File: src/rtl/instr_fetch_ctrl_if.sv
// Memory-address / instruction-byte / shift-register bus of the fetch sequencer.
// The master side is the fetch controller; the slave side is memory plus the shift register.
interface instr_fetch_ctrl_if;
    logic [7:0] mem_out;
    logic       mem_out_valid;
    logic       mem_out_ready;
    logic [7:0] mem_in;
    logic       mem_in_valid;
    logic       data_ready;
    logic [7:0] serial_out;

    modport master (
        output mem_out, mem_out_valid, data_ready, serial_out,
        input  mem_out_ready, mem_in, mem_in_valid
    );

    modport slave (
        input  mem_out, mem_out_valid, data_ready, serial_out,
        output mem_out_ready, mem_in, mem_in_valid
    );
endinterface

File: src/rtl/instr_fetch_ctrl.sv
// Fetch sequencer: sends the PC as two address bytes, collects 2 or 4 instruction bytes,
// then replays them as one gapless data_ready burst. Optional RECV timeout: FETCH_TIMEOUT_EN.
module instr_fetch_ctrl #(
    parameter int TIMEOUT_CYCLES = 255
) (
    input  logic                       clk,
    input  logic                       rst,
    input  logic                       fetch_start,
    input  logic [15:0]                pc,
    output logic                       busy,
    output logic                       fetch_done,
    output logic [2:0]                 instr_len,
    output logic                       error,
    instr_fetch_ctrl_if.master         bus
);
    localparam logic [2:0] S_IDLE    = 3'd0;
    localparam logic [2:0] S_SEND_LO = 3'd1;
    localparam logic [2:0] S_SEND_HI = 3'd2;
    localparam logic [2:0] S_RECV    = 3'd3;
    localparam logic [2:0] S_STREAM  = 3'd4;
    localparam logic [2:0] S_DONE    = 3'd5;

    localparam logic [2:0] OP_I_TYPE = 3'd1;
    localparam logic [2:0] OP_M_TYPE = 3'd2;

    logic [2:0]  state_q, state_d;
    logic [15:0] pc_q, pc_d;
    logic [7:0]  buf_q [4];
    logic [7:0]  buf_d [4];
    logic [1:0]  idx_q, idx_d;
    logic [2:0]  len_q, len_d;
    logic [2:0]  len_eff;
    logic        addr_acc;

`ifdef FETCH_TIMEOUT_EN
    localparam int CNT_W = (TIMEOUT_CYCLES < 2) ? 1 : $clog2(TIMEOUT_CYCLES);
    localparam logic [CNT_W-1:0] CNT_LAST = CNT_W'(TIMEOUT_CYCLES - 1);
    logic [CNT_W-1:0] cnt_q, cnt_d;
    logic             err_q, err_d;
`endif

    assign addr_acc = bus.mem_out_valid & bus.mem_out_ready;

    always_comb begin
        state_d = state_q;
        pc_d    = pc_q;
        buf_d   = buf_q;
        idx_d   = idx_q;
        len_d   = len_q;
        len_eff = len_q;
`ifdef FETCH_TIMEOUT_EN
        cnt_d   = cnt_q;
        err_d   = err_q;
`endif
        case (state_q)
            S_IDLE: begin
                if (fetch_start) begin
                    pc_d    = pc;
                    idx_d   = 2'd0;
                    state_d = S_SEND_LO;
                end
            end
            S_SEND_LO: begin
                if (addr_acc) state_d = S_SEND_HI;
            end
            S_SEND_HI: begin
                if (addr_acc) begin
                    idx_d   = 2'd0;
                    state_d = S_RECV;
`ifdef FETCH_TIMEOUT_EN
                    cnt_d   = '0;
`endif
                end
            end
            S_RECV: begin
                if (bus.mem_in_valid) begin
                    buf_d[idx_q] = bus.mem_in;
                    // Length is decided by the opcode in the very first byte.
                    if (idx_q == 2'd0) begin
                        len_d = (bus.mem_in[2:0] == OP_I_TYPE || bus.mem_in[2:0] == OP_M_TYPE)
                                ? 3'd4 : 3'd2;
                    end
                    len_eff = (idx_q == 2'd0) ? len_d : len_q;
                    if ({1'b0, idx_q} + 3'd1 == len_eff) begin
                        idx_d   = 2'd0;
                        state_d = S_STREAM;
                    end else begin
                        idx_d = idx_q + 2'd1;
                    end
`ifdef FETCH_TIMEOUT_EN
                    cnt_d = '0;
                end else if (cnt_q == CNT_LAST) begin
                    err_d   = 1'b1;
                    idx_d   = 2'd0;
                    len_d   = 3'd0;
                    state_d = S_IDLE;
                end else begin
                    cnt_d = cnt_q + 1'b1;
`endif
                end
            end
            S_STREAM: begin
                if ({1'b0, idx_q} + 3'd1 == len_q) begin
                    idx_d   = 2'd0;
                    state_d = S_DONE;
                end else begin
                    idx_d = idx_q + 2'd1;
                end
            end
            S_DONE: begin
                len_d   = 3'd0;
                state_d = S_IDLE;
            end
            default: state_d = S_IDLE;
        endcase
    end

    always_ff @(posedge clk) begin
        if (rst) begin
            state_q <= S_IDLE;
            pc_q    <= '0;
            idx_q   <= '0;
            len_q   <= '0;
            for (int i = 0; i < 4; i++) buf_q[i] <= '0;
`ifdef FETCH_TIMEOUT_EN
            cnt_q   <= '0;
            err_q   <= 1'b0;
`endif
        end else begin
            state_q <= state_d;
            pc_q    <= pc_d;
            idx_q   <= idx_d;
            len_q   <= len_d;
            for (int i = 0; i < 4; i++) buf_q[i] <= buf_d[i];
`ifdef FETCH_TIMEOUT_EN
            cnt_q   <= cnt_d;
            err_q   <= err_d;
`endif
        end
    end

    // All outputs decode from state so reset forces every one of them to 0.
    assign busy              = (state_q != S_IDLE);
    assign fetch_done        = (state_q == S_DONE);
    assign instr_len         = len_q;
    assign bus.mem_out_valid = (state_q == S_SEND_LO) || (state_q == S_SEND_HI);
    assign bus.mem_out       = (state_q == S_SEND_LO) ? pc_q[7:0]  :
                               (state_q == S_SEND_HI) ? pc_q[15:8] : 8'h00;
    assign bus.data_ready    = (state_q == S_STREAM);
    assign bus.serial_out    = (state_q == S_STREAM) ? buf_q[idx_q] : 8'h00;

`ifdef FETCH_TIMEOUT_EN
    assign error = err_q;
`else
    assign error = 1'b0;
`endif
endmodule

File: src/flat_wrapper.sv
// flat-port wrapper written by rule: the top's interface ports become plain ports
module instr_fetch_ctrl_flat 
#(
    parameter int TIMEOUT_CYCLES = 255
)
  (clk, rst, fetch_start, pc, busy, fetch_done, instr_len, error, bus_mem_out, bus_mem_out_valid, bus_data_ready, bus_serial_out, bus_mem_out_ready, bus_mem_in, bus_mem_in_valid);
  instr_fetch_ctrl_if bus_i ();
  input  logic clk;
  input  logic rst;
  input  logic fetch_start;
  input  logic [15:0] pc;
  output logic busy;
  output logic fetch_done;
  output logic [2:0] instr_len;
  output logic error;
  output wire logic [$bits(bus_i.mem_out)-1:0] bus_mem_out;
  output wire logic [$bits(bus_i.mem_out_valid)-1:0] bus_mem_out_valid;
  output wire logic [$bits(bus_i.data_ready)-1:0] bus_data_ready;
  output wire logic [$bits(bus_i.serial_out)-1:0] bus_serial_out;
  input wire logic [$bits(bus_i.mem_out_ready)-1:0] bus_mem_out_ready;
  input wire logic [$bits(bus_i.mem_in)-1:0] bus_mem_in;
  input wire logic [$bits(bus_i.mem_in_valid)-1:0] bus_mem_in_valid;
  assign bus_mem_out = bus_i.mem_out;
  assign bus_mem_out_valid = bus_i.mem_out_valid;
  assign bus_data_ready = bus_i.data_ready;
  assign bus_serial_out = bus_i.serial_out;
  assign bus_i.mem_out_ready = bus_mem_out_ready;
  assign bus_i.mem_in = bus_mem_in;
  assign bus_i.mem_in_valid = bus_mem_in_valid;
  instr_fetch_ctrl #(.TIMEOUT_CYCLES(TIMEOUT_CYCLES)) u_core (.clk(clk), .rst(rst), .fetch_start(fetch_start), .pc(pc), .busy(busy), .fetch_done(fetch_done), .instr_len(instr_len), .error(error), .bus(bus_i));
endmodule
File: config.mk
export PLATFORM = sky130hd
export DESIGN_NAME = instr_fetch_ctrl_flat
export DESIGN_NICKNAME = d
export VERILOG_FILES = /design/src/rtl/instr_fetch_ctrl_if.sv /design/src/rtl/instr_fetch_ctrl.sv /design/src/flat_wrapper.sv
export SDC_FILE = /design/constraint.sdc
export NUM_CORES = 1
export LEC_CHECK = 0
export CORE_AREA = 3 3 122 65
export DETAILED_ROUTE_END_ITERATION = 8
export DIE_AREA = 0 0 125 68
export GPL_ROUTABILITY_DRIVEN = 0
export GPL_TIMING_DRIVEN = 0
export SLEW_MARGIN = 0
export SYNTH_ARGS = -nofsm -noshare
export SYNTH_HDL_FRONTEND = slang
export SYNTH_SLANG_ARGS = --single-unit
File: constraint.sdc
create_clock -name clk -period 3.1 [get_ports clk]
set_clock_uncertainty 0.05 [all_clocks]
set_input_delay 0.465 -clock clk [delete_from_list [all_inputs] [get_ports clk]]
set_output_delay 0.465 -clock clk [all_outputs]
set_load 0.005 [all_outputs]
==> metrics.txt <==
final net count 427; Post-synth ARST share 0; Initial Util 0.398; gr usage total 0.181; Routed Wire Length 7450 um; post-synthesis xor/xnor area fraction 0.0190; Pwr per Cell Area 664 mW/mm^2; wire length of the first global-routing pass 12,100 um; share of cells above drive strength 1 0.0608; Root Buffer clkbuf_16; Synth Area in Compound Gates 0.169; Fin Hold WS 405 ps; Area Overhead vs Synth 30.5%; Crit Path Class flip-flop to output pin; core area 0.00678 mm^2; critical path fanouts, max 10; P_leak 1.21 nW; DR pass1 iterations 4; post-synth cell types 40; crit path capture type output pin; DR vias/cell 5.16; Starting DRT DRC Count 148; IO Count 53; CTS sink cnt 56; Slew HR 0.571; top post-synthesis cells by count nand2_1 (72), dfxtp_1 (56), a21oi_1 (54); Worst EP arrival 2350 ps; H-tree levels 2; unrepaired setup endpoints after global routing no; yosys warns 0; critical-path cell list clkbuf_1, nor2b_1, clkbuf_1, a22oi_1, nor2_1, clkdlybuf4s50_1; hpwl dp 5180 um; drt drc 0; Antenna diodes 0; post-synth net total 369; CTS Hold Bufs 0; Simple-Gate Fraction of Synth Area 0.253; fillers 678; internal reg-to-reg setup slack 320 ps; die height 68 um; adder-cell share of the synthesized area 0.0186; vias in the first global route 2,370; Max Slew Vio Count 0; Clk Latency, worst-skew pair 290 ps; Mapped Area 0.00270 mm^2; Clock transition at path regs 70 ps; Final Hold Fails 0; largest stage delay on the critical path 520 ps; CTS tree built; cell with the most instances after synthesis nand2_1; number of flops mapped to enable cells by yosys 0; Post-Syn Instances 336; antenna violations before repair 0; largest net degree at the start of global routing 19; outcome completed; max-cap violations 0; crit path time final 2860 ps; post-synthesis sequential area ratio 0.416; Yosys reg bits 56; site row count 21; DIE AREA 0.00850 mm^2; Top cell by count, worst path clkbuf_1; TritonCTS Buffers 5; worst endpoint required time 2580 ps; gr ovfl total 0; Detail Route Antenna Nets 0; port buffer count 51; max frequency 350 MHz; slowest cell on the critical path clkdlybuf4s50_1; period utilization 0.923; Synth Flop Type dfxtp_1; Yosys top cell by area dfxtp_1; main combinational cell family by area after synthesis simple AND/OR/NAND/NOR gates; Critical Path Source Type flip-flop; min-delay worst type flip-flop to flip-flop; Finished Core Util 0.519; Synth area leaders dfxtp_1 (42%), a21oi_1 (10%), nand2_1 (10%), mux4_2 (6.7%), nand3_1 (6.3%); chip width 125 um; Max Buffers Root-to-Sink 2; Yosys top cell area share 0.416; worst ir drop on vdd 0.377 mV; post-synthesis mux area share 0.0743; DR WL/cell 15.3 um; via count 2,514; syn avg cell area 8.02 um^2; setup violators final 0; Slew @ Worst Pin 643 ps
placed cells by master (no fill, tap or decap), types with 2 or more instances in the layout:
master,synthesis,routed
bufinv_16,0,2
ha_1,4,4
inv_1,5,5
a22oi_1,9,9
dfxtp_1,56,56
mux2i_1,2,2
nand3_1,34,34
o32ai_1,2,2
o21ai_0,4,4
nor3_1,3,3
clkdlybuf4s50_1,0,51
buf_1,5,4
nand2_1,72,72
and2_1,10,10
buf_2,1,2
nor2b_1,5,5
mux4_2,8,8
nor2_1,15,15
a21oi_1,54,54
clkbuf_1,21,20
xor2_1,2,2
clkbuf_16,0,5
nand3b_1,3,3
xnor2_1,2,2
timing repair:
item | 4_1_cts | 5_1_grt
pin swaps | 0 | 0
setup endpoints to repair | 1 | 1
setup buffers | 0 | 0
gates resized for setup | 1 | 2
kinds of logic (layout without fill, tap and decap cells):
kind of cell | after synthesis | in the layout
compound gates | 78 | 78
xor+xnor | 5 | 5
fa+ha+maj | 4 | 4
buf+inv | 33 | 92
flops | 56 | 56
mux | 10 | 10
other cells | 1 | 1
simple gates | 149 | 149
worst paths after layout:
check	from	endpoint	cells past startpoint
setup / recovery	u_core.state_q[0]	bus_mem_out[2]	6
hold / removal	u_core.buf_q[28]	u_core.buf_q[28]	2
setup reg to reg	u_core.idx_q[0]	u_core.state_q[0]	9
hold reg to reg	u_core.buf_q[28]	u_core.buf_q[28]	2
through the flow:
stage	TNS, ps	area (um^2)	instances	worst slack (ps)	total power [mW]
after floorplan	0	2700	336	406	1.33
after global placement	0	3320	479	4.20	1.59
after detailed placement	-22.6	3320	479	-22.6	1.61
after CTS	0	3520	487	112	2.35
after global routing	0	3520	487	2.78	2.48
final	0	3520	487	239	2.33
registers in the layout, summed over array words and instances (netlist names):
| name | count |
|---|---|
| u_core.buf_q | 32 |
| u_core.idx_q | 2 |
| u_core.instr_len | 3 |
| u_core.pc_q | 16 |
| u_core.state_q | 3 |
cell type report:
type                    count  area [um^2]  area share
repair buffers             51          510       0.145
well taps                  92          115      0.0327
clock inverters             3         68.8      0.0196
inverters                   5         18.8     0.00534
multi-input cells         247         1450       0.411
clock buffers               5          125      0.0356
plain buffers              28          113      0.0320
flip-flops and latches     56         1120       0.319
worst max-delay path: cells and delay by family (launching register included):
family | cells | cell delay [ps]
AO/OA/AOI/OAI | 1 | 170
buffers and inverters | 3 | 1240
flip-flops | 1 | 320
AND/OR/NAND/NOR | 2 | 320
power by group:
part	total [mW]	internal (mW)	switching, mW	leakage [nW]
Sequential	0.831	0.792	0.0389	0.454
Clock	0.741	0.466	0.274	0.0944
Combinational	0.762	0.317	0.445	0.664
Total	2.33	1.57	0.759	1.21
per-layer routing:
metal  track usage  wire, um
met5             0         0
met4        0.0365        52
met3        0.0374       413
met2         0.308      3420
met1         0.244      3560
No activity file was read; power rests on OpenSTA's default activity.
